==> src/rtl/radar_frame_sequencer_if.sv <==
// Handshake bundle between the radar frame sequencer and the chirp/ADC, windowing,
// FFT and serial-interface blocks around it.
interface radar_frame_sequencer_if #(
    parameter int unsigned NUM_BINS = 256
);
    localparam int unsigned BIN_W = $clog2(NUM_BINS);

    logic             enable;
    logic             chirp_start;
    logic             sample_valid;
    logic             fft_next_out;
    logic             ser_done;
    logic             win_en;
    logic             fft_reset;
    logic             fft_next;
    logic             out_valid;
    logic [BIN_W-1:0] bin_idx;
    logic             ser_start;
    logic             busy;
    logic [15:0]      frame_count;
    logic             overrun;
    logic             timeout;

    modport master (
        input  enable, chirp_start, sample_valid, fft_next_out, ser_done,
        output win_en, fft_reset, fft_next, out_valid, bin_idx, ser_start,
               busy, frame_count, overrun, timeout
    );

    modport slave (
        output enable, chirp_start, sample_valid, fft_next_out, ser_done,
        input  win_en, fft_reset, fft_next, out_valid, bin_idx, ser_start,
               busy, frame_count, overrun, timeout
    );
endinterface

==> src/rtl/radar_frame_sequencer.sv <==
// Frame-level controller: aligns a DSP frame to the chirp ramp, drives the FFT and
// serial transfer. Define RADAR_SEQ_TIMEOUT_EN to add the WAIT_FFT/SER_WAIT watchdog.
module radar_frame_sequencer #(
    parameter int unsigned SETTLE_CYCLES  = 64,
    parameter int unsigned NUM_SAMPLES    = 256,
    parameter int unsigned NUM_BINS       = 256,
    parameter int unsigned TIMEOUT_CYCLES = 4095
) (
    input  logic                     clk,
    input  logic                     reset_n,
    radar_frame_sequencer_if.master  bus
);
    localparam int unsigned SET_W = $clog2(SETTLE_CYCLES + 1);
    localparam int unsigned SMP_W = $clog2(NUM_SAMPLES + 1);
    localparam int unsigned BIN_W = $clog2(NUM_BINS);

    localparam logic [SET_W-1:0] SETTLE_LAST = SET_W'(SETTLE_CYCLES - 1);
    localparam logic [SMP_W-1:0] SAMPLE_LAST = SMP_W'(NUM_SAMPLES - 1);
    localparam logic [BIN_W-1:0] BIN_LAST    = BIN_W'(NUM_BINS - 1);

    // Elaboration-time guard against degenerate configurations
    if (SETTLE_CYCLES < 1 || NUM_SAMPLES < 1 || NUM_BINS < 2 || TIMEOUT_CYCLES < 1) begin : g_bad_cfg
        $error("radar_frame_sequencer: invalid parameter set");
    end

    typedef enum logic [2:0] {
        S_IDLE,
        S_RST_FFT,
        S_SETTLE,
        S_COLLECT,
        S_WAIT_FFT,
        S_STREAM,
        S_SER_START,
        S_SER_WAIT
    } state_t;

    state_t           state;
    logic             rst_phase;
    logic [SET_W-1:0] settle_cnt;
    logic [SMP_W-1:0] sample_cnt;
    logic             win_en_q;
    logic             fft_reset_q;
    logic             fft_next_q;
    logic             out_valid_q;
    logic [BIN_W-1:0] bin_idx_q;
    logic             ser_start_q;
    logic             busy_q;
    logic [15:0]      frame_count_q;
    logic             overrun_q;

`ifdef RADAR_SEQ_TIMEOUT_EN
    localparam int unsigned WD_W = $clog2(TIMEOUT_CYCLES + 1);
    localparam logic [WD_W-1:0] WD_LAST = WD_W'(TIMEOUT_CYCLES - 1);

    logic [WD_W-1:0] wd_cnt;
    logic            timeout_q;
    logic            wd_expired;

    assign wd_expired  = (wd_cnt == WD_LAST);
    assign bus.timeout = timeout_q;
`else
    assign bus.timeout = 1'b0;
`endif

    always_ff @(posedge clk) begin
        if (!reset_n) begin
            state         <= S_IDLE;
            rst_phase     <= 1'b0;
            settle_cnt    <= '0;
            sample_cnt    <= '0;
            win_en_q      <= 1'b0;
            fft_reset_q   <= 1'b0;
            fft_next_q    <= 1'b0;
            out_valid_q   <= 1'b0;
            bin_idx_q     <= '0;
            ser_start_q   <= 1'b0;
            busy_q        <= 1'b0;
            frame_count_q <= '0;
            overrun_q     <= 1'b0;
`ifdef RADAR_SEQ_TIMEOUT_EN
            wd_cnt        <= '0;
            timeout_q     <= 1'b0;
`endif
        end else begin
            fft_next_q  <= 1'b0;
            ser_start_q <= 1'b0;

            if (state != S_IDLE && bus.chirp_start) begin
                overrun_q <= 1'b1;
            end

`ifdef RADAR_SEQ_TIMEOUT_EN
            // Watchdog restarts whenever the FSM is outside a waiting state
            if (state == S_WAIT_FFT || state == S_SER_WAIT) begin
                wd_cnt <= wd_cnt + WD_W'(1);
            end else begin
                wd_cnt <= '0;
            end
`endif

            case (state)
                S_IDLE: begin
                    if (bus.chirp_start && bus.enable) begin
                        state       <= S_RST_FFT;
                        fft_reset_q <= 1'b1;
                        busy_q      <= 1'b1;
                        rst_phase   <= 1'b0;
                    end
                end
                S_RST_FFT: begin
                    if (rst_phase) begin
                        fft_reset_q <= 1'b0;
                        settle_cnt  <= '0;
                        state       <= S_SETTLE;
                    end else begin
                        rst_phase <= 1'b1;
                    end
                end
                S_SETTLE: begin
                    if (settle_cnt == SETTLE_LAST) begin
                        fft_next_q <= 1'b1;
                        win_en_q   <= 1'b1;
                        sample_cnt <= '0;
                        state      <= S_COLLECT;
                    end else begin
                        settle_cnt <= settle_cnt + SET_W'(1);
                    end
                end
                S_COLLECT: begin
                    if (bus.sample_valid) begin
                        if (sample_cnt == SAMPLE_LAST) begin
                            win_en_q   <= 1'b0;
                            sample_cnt <= '0;
                            state      <= S_WAIT_FFT;
                        end else begin
                            sample_cnt <= sample_cnt + SMP_W'(1);
                        end
                    end
                end
                S_WAIT_FFT: begin
                    if (bus.fft_next_out) begin
                        out_valid_q <= 1'b1;
                        bin_idx_q   <= '0;
                        state       <= S_STREAM;
                    end
`ifdef RADAR_SEQ_TIMEOUT_EN
                    else if (wd_expired) begin
                        timeout_q <= 1'b1;
                        busy_q    <= 1'b0;
                        state     <= S_IDLE;
                    end
`endif
                end
                S_STREAM: begin
                    if (bin_idx_q == BIN_LAST) begin
                        out_valid_q <= 1'b0;
                        bin_idx_q   <= '0;
                        ser_start_q <= 1'b1;
                        state       <= S_SER_START;
                    end else begin
                        bin_idx_q <= bin_idx_q + BIN_W'(1);
                    end
                end
                S_SER_START: begin
                    state <= S_SER_WAIT;
                end
                S_SER_WAIT: begin
                    if (bus.ser_done) begin
                        frame_count_q <= frame_count_q + 16'd1;
                        busy_q        <= 1'b0;
                        state         <= S_IDLE;
                    end
`ifdef RADAR_SEQ_TIMEOUT_EN
                    else if (wd_expired) begin
                        timeout_q <= 1'b1;
                        busy_q    <= 1'b0;
                        state     <= S_IDLE;
                    end
`endif
                end
                default: begin
                    state <= S_IDLE;
                end
            endcase
        end
    end

    assign bus.win_en      = win_en_q;
    assign bus.fft_reset   = fft_reset_q;
    assign bus.fft_next    = fft_next_q;
    assign bus.out_valid   = out_valid_q;
    assign bus.bin_idx     = bin_idx_q;
    assign bus.ser_start   = ser_start_q;
    assign bus.busy        = busy_q;
    assign bus.frame_count = frame_count_q;
    assign bus.overrun     = overrun_q;
endmodule
==> src/flat_wrapper.sv <==
// flat-port wrapper written by rule: the top's interface ports become plain ports
module radar_frame_sequencer_flat 
#(
    parameter int unsigned SETTLE_CYCLES  = 64,
    parameter int unsigned NUM_SAMPLES    = 256,
    parameter int unsigned NUM_BINS       = 256,
    parameter int unsigned TIMEOUT_CYCLES = 4095
)
  (clk, reset_n, bus_enable, bus_chirp_start, bus_sample_valid, bus_fft_next_out, bus_ser_done, bus_win_en, bus_fft_reset, bus_fft_next, bus_out_valid, bus_bin_idx, bus_ser_start, bus_busy, bus_frame_count, bus_overrun, bus_timeout);
  radar_frame_sequencer_if #(.NUM_BINS(NUM_BINS)) bus_i ();
  input  logic clk;
  input  logic reset_n;
  input wire logic [$bits(bus_i.enable)-1:0] bus_enable;
  input wire logic [$bits(bus_i.chirp_start)-1:0] bus_chirp_start;
  input wire logic [$bits(bus_i.sample_valid)-1:0] bus_sample_valid;
  input wire logic [$bits(bus_i.fft_next_out)-1:0] bus_fft_next_out;
  input wire logic [$bits(bus_i.ser_done)-1:0] bus_ser_done;
  output wire logic [$bits(bus_i.win_en)-1:0] bus_win_en;
  output wire logic [$bits(bus_i.fft_reset)-1:0] bus_fft_reset;
  output wire logic [$bits(bus_i.fft_next)-1:0] bus_fft_next;
  output wire logic [$bits(bus_i.out_valid)-1:0] bus_out_valid;
  output wire logic [$bits(bus_i.bin_idx)-1:0] bus_bin_idx;
  output wire logic [$bits(bus_i.ser_start)-1:0] bus_ser_start;
  output wire logic [$bits(bus_i.busy)-1:0] bus_busy;
  output wire logic [$bits(bus_i.frame_count)-1:0] bus_frame_count;
  output wire logic [$bits(bus_i.overrun)-1:0] bus_overrun;
  output wire logic [$bits(bus_i.timeout)-1:0] bus_timeout;
  assign bus_i.enable = bus_enable;
  assign bus_i.chirp_start = bus_chirp_start;
  assign bus_i.sample_valid = bus_sample_valid;
  assign bus_i.fft_next_out = bus_fft_next_out;
  assign bus_i.ser_done = bus_ser_done;
  assign bus_win_en = bus_i.win_en;
  assign bus_fft_reset = bus_i.fft_reset;
  assign bus_fft_next = bus_i.fft_next;
  assign bus_out_valid = bus_i.out_valid;
  assign bus_bin_idx = bus_i.bin_idx;
  assign bus_ser_start = bus_i.ser_start;
  assign bus_busy = bus_i.busy;
  assign bus_frame_count = bus_i.frame_count;
  assign bus_overrun = bus_i.overrun;
  assign bus_timeout = bus_i.timeout;
  radar_frame_sequencer #(.SETTLE_CYCLES(SETTLE_CYCLES), .NUM_SAMPLES(NUM_SAMPLES), .NUM_BINS(NUM_BINS), .TIMEOUT_CYCLES(TIMEOUT_CYCLES)) u_core (.clk(clk), .reset_n(reset_n), .bus(bus_i));
endmodule
==> config.mk <==
export PLATFORM = sky130hd
export DESIGN_NAME = radar_frame_sequencer_flat
export DESIGN_NICKNAME = d
export VERILOG_FILES = /design/src/rtl/radar_frame_sequencer_if.sv /design/src/rtl/radar_frame_sequencer.sv /design/src/flat_wrapper.sv
export SDC_FILE = /design/constraint.sdc
export NUM_CORES = 1
export LEC_CHECK = 0
export BUFFER_PORTS_ARGS = -buffer_cell sky130_fd_sc_hd__buf_2
export CAP_MARGIN = 20
export CORE_ASPECT_RATIO = 2
export CORE_MARGIN = 1.5
export CORE_UTILIZATION = 56
export DETAILED_ROUTE_END_ITERATION = 10
export GPL_TIMING_DRIVEN = 0
export PLACE_DENSITY_LB_ADDON = 0.08
export SETUP_SLACK_MARGIN = 0.02
export SYNTH_ARGS = -nofsm -noshare
export SYNTH_HDL_FRONTEND = slang
export SYNTH_SLANG_ARGS = --single-unit
==> constraint.sdc <==
create_clock -name clk -period 2.4 [get_ports clk]
set_input_delay 0.12 -clock clk [delete_from_list [all_inputs] [get_ports clk]]
set_output_delay 0.12 -clock clk [all_outputs]
set_load 0.02 [all_outputs]
### After elaboration in Yosys (flattened, before gate mapping)

Index checks and enable logic that the tools add are counted.

| word-level totals | value |
|---|---|
| bits in registers | 51 |
| input bits | 7 |
| logic and storage cells | 92 |

| operators by class | value |
|---|---|
| add/sub/neg operators | 4 |
| equal/unequal tests | 19 |
| multiplexer cells | 35 |
| reductions and logical operators | 21 |

Operator list:

| cell | count |
|---|---|
| two-way mux 9 bit | 3 |
| two-way mux 3 bit | 8 |
| case mux 3 bit (8 select lines) | 1 |
| case mux 9 bit (2 select lines) | 1 |
| adder 16 x 1 -> 16 bit, second input constant | 1 |
| two-way mux 8 bit | 2 |
| case mux 8 bit (2 select lines) | 1 |
| AND reduction 3 bit | 5 |
| two-way mux 7 bit | 2 |
| case mux 7 bit (2 select lines) | 1 |
| == test 3 bit, second input constant | 4 |
| two-way mux 1 bit | 11 |
| != test 2 x 1 -> 1 bit, second input constant | 5 |
| case mux 1 bit (2 select lines) | 5 |
| AND reduction 2 bit | 5 |
| nonzero test 2 bit | 5 |
| adder 9 x 1 -> 9 bit, second input constant | 1 |
| == test 9 x 8 -> 1 bit, second input constant | 1 |
| adder 8 x 1 -> 8 bit, second input constant | 1 |
| == test 8 bit, second input constant | 1 |
| != test 2 bit, second input constant | 4 |
| AND reduction 8 bit | 1 |
| adder 7 x 1 -> 7 bit, second input constant | 1 |
| == test 7 x 6 -> 1 bit, second input constant | 1 |
| 6 further kinds | 8 |

### Logic depth before layout (Yosys ltp)

| logic depth | value |
|---|---|
| depth in word-level cells | 4 |
| gate-level depth with buffers | 9 |

### Worst setup path before layout

OpenSTA, ideal clock, no wires.

| path | value |
|---|---|
| path kind | reg-to-reg |
| start | reg u_core.settle_cnt[0] |
| end | reg u_core.settle_cnt[2] |
| arrival | 1.832 ns |
| data required time | 2.330 ns |
| setup slack | 0.498 ns |
| cell stages (with the launch flop) | 7 |
| buffers on the path | 0 |
| clock period less this slack | 1.902 ns |
| path through | dfxtp_1 ha_1 and4b_1 and3_4 a2111o_1 or3b_1 a21boi_1 |

| on the way | value |
|---|---|
| longest elaborated chain between the ends | 3 |
| elaborated cells on any way between the ends | 6 |
| those cells by class | add/sub (1); eq/ne (2); mux (2); reduce/logical (1) |

RTL lines:

| element | RTL line | source |
|---|---|---|
| start, declared | radar_frame_sequencer.sv:39 | `logic [SET_W-1:0] settle_cnt;` |
| start signal, assigned | radar_frame_sequencer.sv:126 | `settle_cnt <= settle_cnt + SET_W'(1);` |
| adder 7 x 1 -> 7 bit / == test 7 x 6 -> 1 bit (equally long branches) | radar_frame_sequencer.sv:126, radar_frame_sequencer.sv:120 |  |
| two-way mux 7 bit / != test 2 bit (equally long branches) | -- |  |
| case mux 7 bit (2 select lines) / AND reduction 3 bit (equally long branches) | -- |  |

Several ways; a longest one is shown, not always the timed one. The select of a mux whose other input is x is not followed.
A chain may end at the register's enable or synchronous reset.

### Final worst setup path

| path | value |
|---|---|
| start | reg u_core.state[1] |
| end | reg u_core.settle_cnt[2] |

| on the way | value |
|---|---|
| longest elaborated chain between the ends | 3 |
| elaborated cells on any way between the ends | 7 |
| those cells by class | eq/ne (4); mux (1); reduce/logical (2) |

RTL lines:

| element | RTL line | source |
|---|---|---|
| start, declared | radar_frame_sequencer.sv:37 | `state_t state;` |
| start signal, assigned | radar_frame_sequencer.sv:67 | `state <= S_IDLE;` |
| start signal, assigned | radar_frame_sequencer.sv:104 | `state <= S_RST_FFT;` |
| start signal, assigned | radar_frame_sequencer.sv:114 | `state <= S_SETTLE;` |
| == test 3 x 2 -> 1 bit / == test 3 x 1 -> 1 bit (equally long branches) | radar_frame_sequencer.sv:101 | `case (state)` |
| != test 2 bit (no line) (tied with other cells) | -- |  |
| AND reduction 3 bit (no line) | -- |  |

Several ways; a longest one is shown, not always the timed one.

==> flow_results.org <==
** Status
- The run finished with clean final reports.

** Logic synthesis
- In the synthesized netlist, the number of instances is between 300 and 400.
- Combinational family with the most area after synthesis :: simple AND/OR/NAND/NOR gates
- Of the total synthesized cell area, the portion taken by XOR and XNOR cells is 0.0710.
- After synthesis, the netlist uses 50 different library cells.
- Area fraction in compound gates after synthesis :: 0.135
- Of the post-synthesis cell area, the dominant cell type holds 0.394.
- Ranking of synthesized cells by area :: sky130_fd_sc_hd__dfxtp_1 (39%), sky130_fd_sc_hd__nand2_1 (5.8%), sky130_fd_sc_hd__xnor2_1 (4.4%), sky130_fd_sc_hd__ha_1 (3.9%), sky130_fd_sc_hd__nor2_1 (3.6%)
- The synthesized design spends more area on one cell type than any other, namely sky130_fd_sc_hd__dfxtp_1.
- Count of flip-flops with a built-in enable after synthesis :: 0
- The number of nets handed over by synthesis was about 320.
- Register area share after synthesis :: 0.394
- After synthesis the netlist holds a flip-flop and latch count of 51.
- Ys Warns :: 0
- Proportion of synthesized area in mux cells :: 0.0198
- Of the total synthesized cell area, the portion taken by full adders, half adders and majority gates is 0.0386.
- Most used DFF post-synth :: sky130_fd_sc_hd__dfxtp_1
- Synthesized area divided by synthesized cell count :: 8.60 um^2
- Of all flip-flops after synthesis, the portion carrying an async set or reset was 0.
- Simple-gate portion of the synthesized area :: 0.296
- Area of the mapped netlist :: 2590 um^2

** Cells and area
- Once layout is done, the placed cells without fillers occupy about 3000 um^2.
- The number of antenna diodes in the final layout is 0.
- Fill cells in the final layout number approximately 390.
- Signed area change from the synthesized netlist to the final layout :: 14.3%
- Fraction of layout instances using a drive strength above 1 :: 0.191
- Measured on the finished design, the core utilization comes to 0.676.
- The count of cells in the finished layout, fillers not included, comes to 400.
- In the final design database the tool counted between 300 and 400 nets.

** Clocking
- CTS clock-pin slew for the worst setup and hold paths :: roughly 0.09 ns
- Cell at the root of the clock tree :: sky130_fd_sc_hd__clkbuf_8
- In this run, CTS created clock tree buffers numbering 5.
- Counting along the longest clock path gives a buffer depth of 2.
- Post-CTS setup buffer count :: 0
- Post-CTS repair changed the size of 0 cells.
- CTS saw 51 sinks.
- The H-tree was split into 2 levels.
- Clock insertion delay at the later pin of the skew report :: around 0.31 ns
- Post-CTS Hold Buffers :: 0
- TritonCTS built the clock tree.

** Placement
- Count of input and output buffers :: 37
- Including well taps, the total number of placed cells is 392.
- Detailed placement finished with a half-perimeter wire length of around 4.1 mm.
- The congestion estimate from routability-driven global placement came to approximately 0.77.
- Pre-CTS worst setup slack :: around 0.28 ns
- The placed instances occupy a cell area of ~2800 um^2.

** Critical path
- WS Path Type :: reg -> reg
- The worst setup path is captured at a flop.
- Stage delay of the slowest cell on the critical path :: about 0.42 ns
- Of all nets on the critical path, the largest fanout is 10.
- Arrival time at the worst endpoint :: 2.39 ns
- The worst setup path is launched from a flop.
- Traced cell by cell, the critical path runs through inv_1 > ha_1 > clkbuf_1 > or2b_2 > nand2_1 > a2111o_1 > or3b_1 > a21boi_1.
- Crit-path slowest cell :: sky130_fd_sc_hd__a2111o_1
- At the worst endpoint, the required time is around 2.6 ns.

** Global routing
- Via count of the first global-routing pass :: approximately 2,100
- Summed over all layers, the global routing overflow is 0.
- Maximum number of pins on one net before global-route repair :: 16
- Initial antenna violation count :: 0
- The first global-routing pass estimated approximately 9.3 mm of wire.
- Across every metal layer, demand over resource in global routing totals 0.237.

** Route
- Final antenna-violating net count :: 0
- Mean routed wirelength per cell :: around 14 um
- Total iterations of the first detailed-routing run :: 4
- Total routed wirelength :: ~5.5 mm
- In the routed design, unresolved DRC markers number 0.
- Using the TritonRoute via totals, the vias-per-cell ratio works out to 5.53.
- After the first detailed-routing iteration, the DRC count stood at 36.
- Total via count in the routed design :: approximately 2,200

** Power and ir drop
- Summing internal, switching and leakage power gives a little over 2 mW.
- Leakage power total :: 1.27 nW
- IR Drop Worst-Case VDD :: 0.473 mV
- Power spread over the standard cell area amounts to approximately 700 nW/um^2.

** STA
- Upper clock frequency limit :: 466 MHz
- Setup violations remaining at the end of the flow were counted as 0.
- Between clock sinks in the finished design, the worst skew comes to roughly 0.0059 ns.
- Measured against its own limit, the worst slew margin works out to 0.659.
- Setup repair after global routing missed its margin :: false
- Setup TNS after final layout :: 0 ns
- Worst Max-Slew Pin Slew :: 0.511 ns
- Of the available clock period, the critical path in the final layout requires 0.894.
- The worst path needs roughly 2.1 ns of the cycle, external delays included.
- The number of pins exceeding their max-slew limit in the final report is 0.
- Min setup slack post-route :: 0.255 ns
- Across all hold checks on the routed design, the worst slack comes to about 0.094 ns.
- The count of endpoints failing hold in the final timing report came to 0.

** Floorplan
- The total area inside the core boundary comes to 4380 um^2.
- 39 I/O pins were placed.
- Total Die Area :: ~5100 um^2
- Starting utilization of the core area :: 0.591
- Measured along the x axis, the die boundary spans roughly 51 um.
- Row count :: 34
- The die is just under 100 um tall.

** Job
- Max-cap violations in this run came to 0.

** Hold path
- Type of the most critical hold path :: in -> reg
-- area by class of cell --
type | instances | area [um^2] | share of cell area
Multi-Input combinational cell | 229 | 1450 | 0.491
Inverter | 7 | 26.3 | 0.00888
Clock buffer | 6 | 82.6 | 0.0279
Tap cell | 54 | 67.6 | 0.0228
Buffer | 14 | 88.8 | 0.0300
Clock inverter | 2 | 35.0 | 0.0118
Sequential cell | 51 | 1020 | 0.345
Timing Repair Buffer | 37 | 185 | 0.0626
-- worst max-delay path, delay by kind of cell, from the launching register on --
kind                       cells  cell delay, ns
adders and majority gates      1            0.17
buffers and inverters          2            0.28
DFF                            1            0.39
and+or+nand+nor                3            0.69
AOI/OAI and AO/OA              2            0.56
-- synth_stat cells (6+ instances only) --
master and n:
sky130_fd_sc_hd__ha_1 8, sky130_fd_sc_hd__and2_1 12, sky130_fd_sc_hd__dfxtp_1 51, sky130_fd_sc_hd__nand4_1 9
sky130_fd_sc_hd__xor2_1 8, sky130_fd_sc_hd__xnor2_1 13, sky130_fd_sc_hd__inv_1 7, sky130_fd_sc_hd__a21boi_0 7
sky130_fd_sc_hd__and3_1 11, sky130_fd_sc_hd__clkbuf_1 8, sky130_fd_sc_hd__nor2b_1 9, sky130_fd_sc_hd__nand3_1 14
sky130_fd_sc_hd__o21ai_0 13, sky130_fd_sc_hd__a21oi_1 6, sky130_fd_sc_hd__nor2_1 25, sky130_fd_sc_hd__nand2_1 40
-- sequential cells by signal (all words and copies together) (netlist names), 3 cells and up --
register                cells
u_core.bus.frame_count     16
u_core.sample_cnt           9
u_core.bus.bin_idx          8
u_core.settle_cnt           7
u_core.state                3
-- cell families (layout without fill, tap and decap cells) --
logic type	after synthesis	in the layout
compound gates	49	49
xor+xnor	21	21
fa+ha+maj	8	8
buf+inv	21	66
flops	51	51
mux	5	5
other cells	1	1
simple gates	145	145
-- where the power goes --
group	switching [mW]	internal [mW]
Sequential	0.0290	0.885
Clock	0.292	0.338
Combinational	0.294	0.191
-- cells in the final DEF (no fill, tap or decap), types with 8 or more instances in the layout --
cell and count:
sky130_fd_sc_hd__xor2_1 8, sky130_fd_sc_hd__nand2_1 40, sky130_fd_sc_hd__nand4_1 9, sky130_fd_sc_hd__ha_1 8, sky130_fd_sc_hd__dfxtp_1 51, sky130_fd_sc_hd__buf_2 37
sky130_fd_sc_hd__clkbuf_1 8, sky130_fd_sc_hd__xnor2_1 13, sky130_fd_sc_hd__nor2_1 25, sky130_fd_sc_hd__nor2b_1 9, sky130_fd_sc_hd__o21ai_0 13, sky130_fd_sc_hd__nand3_1 14
sky130_fd_sc_hd__and2_1 12, sky130_fd_sc_hd__and3_1 11
-- layer usage --
layer,global-route usage,share of wire,vias up
met1,0.232,0.38,1034
li1,-,-,1130
met5,0,0,-
met3,0.0345,0.026,10
met2,0.460,0.56,37
met4,0.110,0.028,0
-- final timing paths --
path,to,slack [ns],depth (start not counted),start
worst max-delay path,u_core.settle_cnt[2],0.25,8,u_core.state[1]
worst min-delay path,u_core.bus.overrun,0.09,3,bus_chirp_start
worst max register to register,u_core.settle_cnt[2],0.25,8,u_core.state[1]
worst min register to register,u_core.sample_cnt[8],0.48,1,u_core.sample_cnt[8]
(Power assumes the default switching activity.)
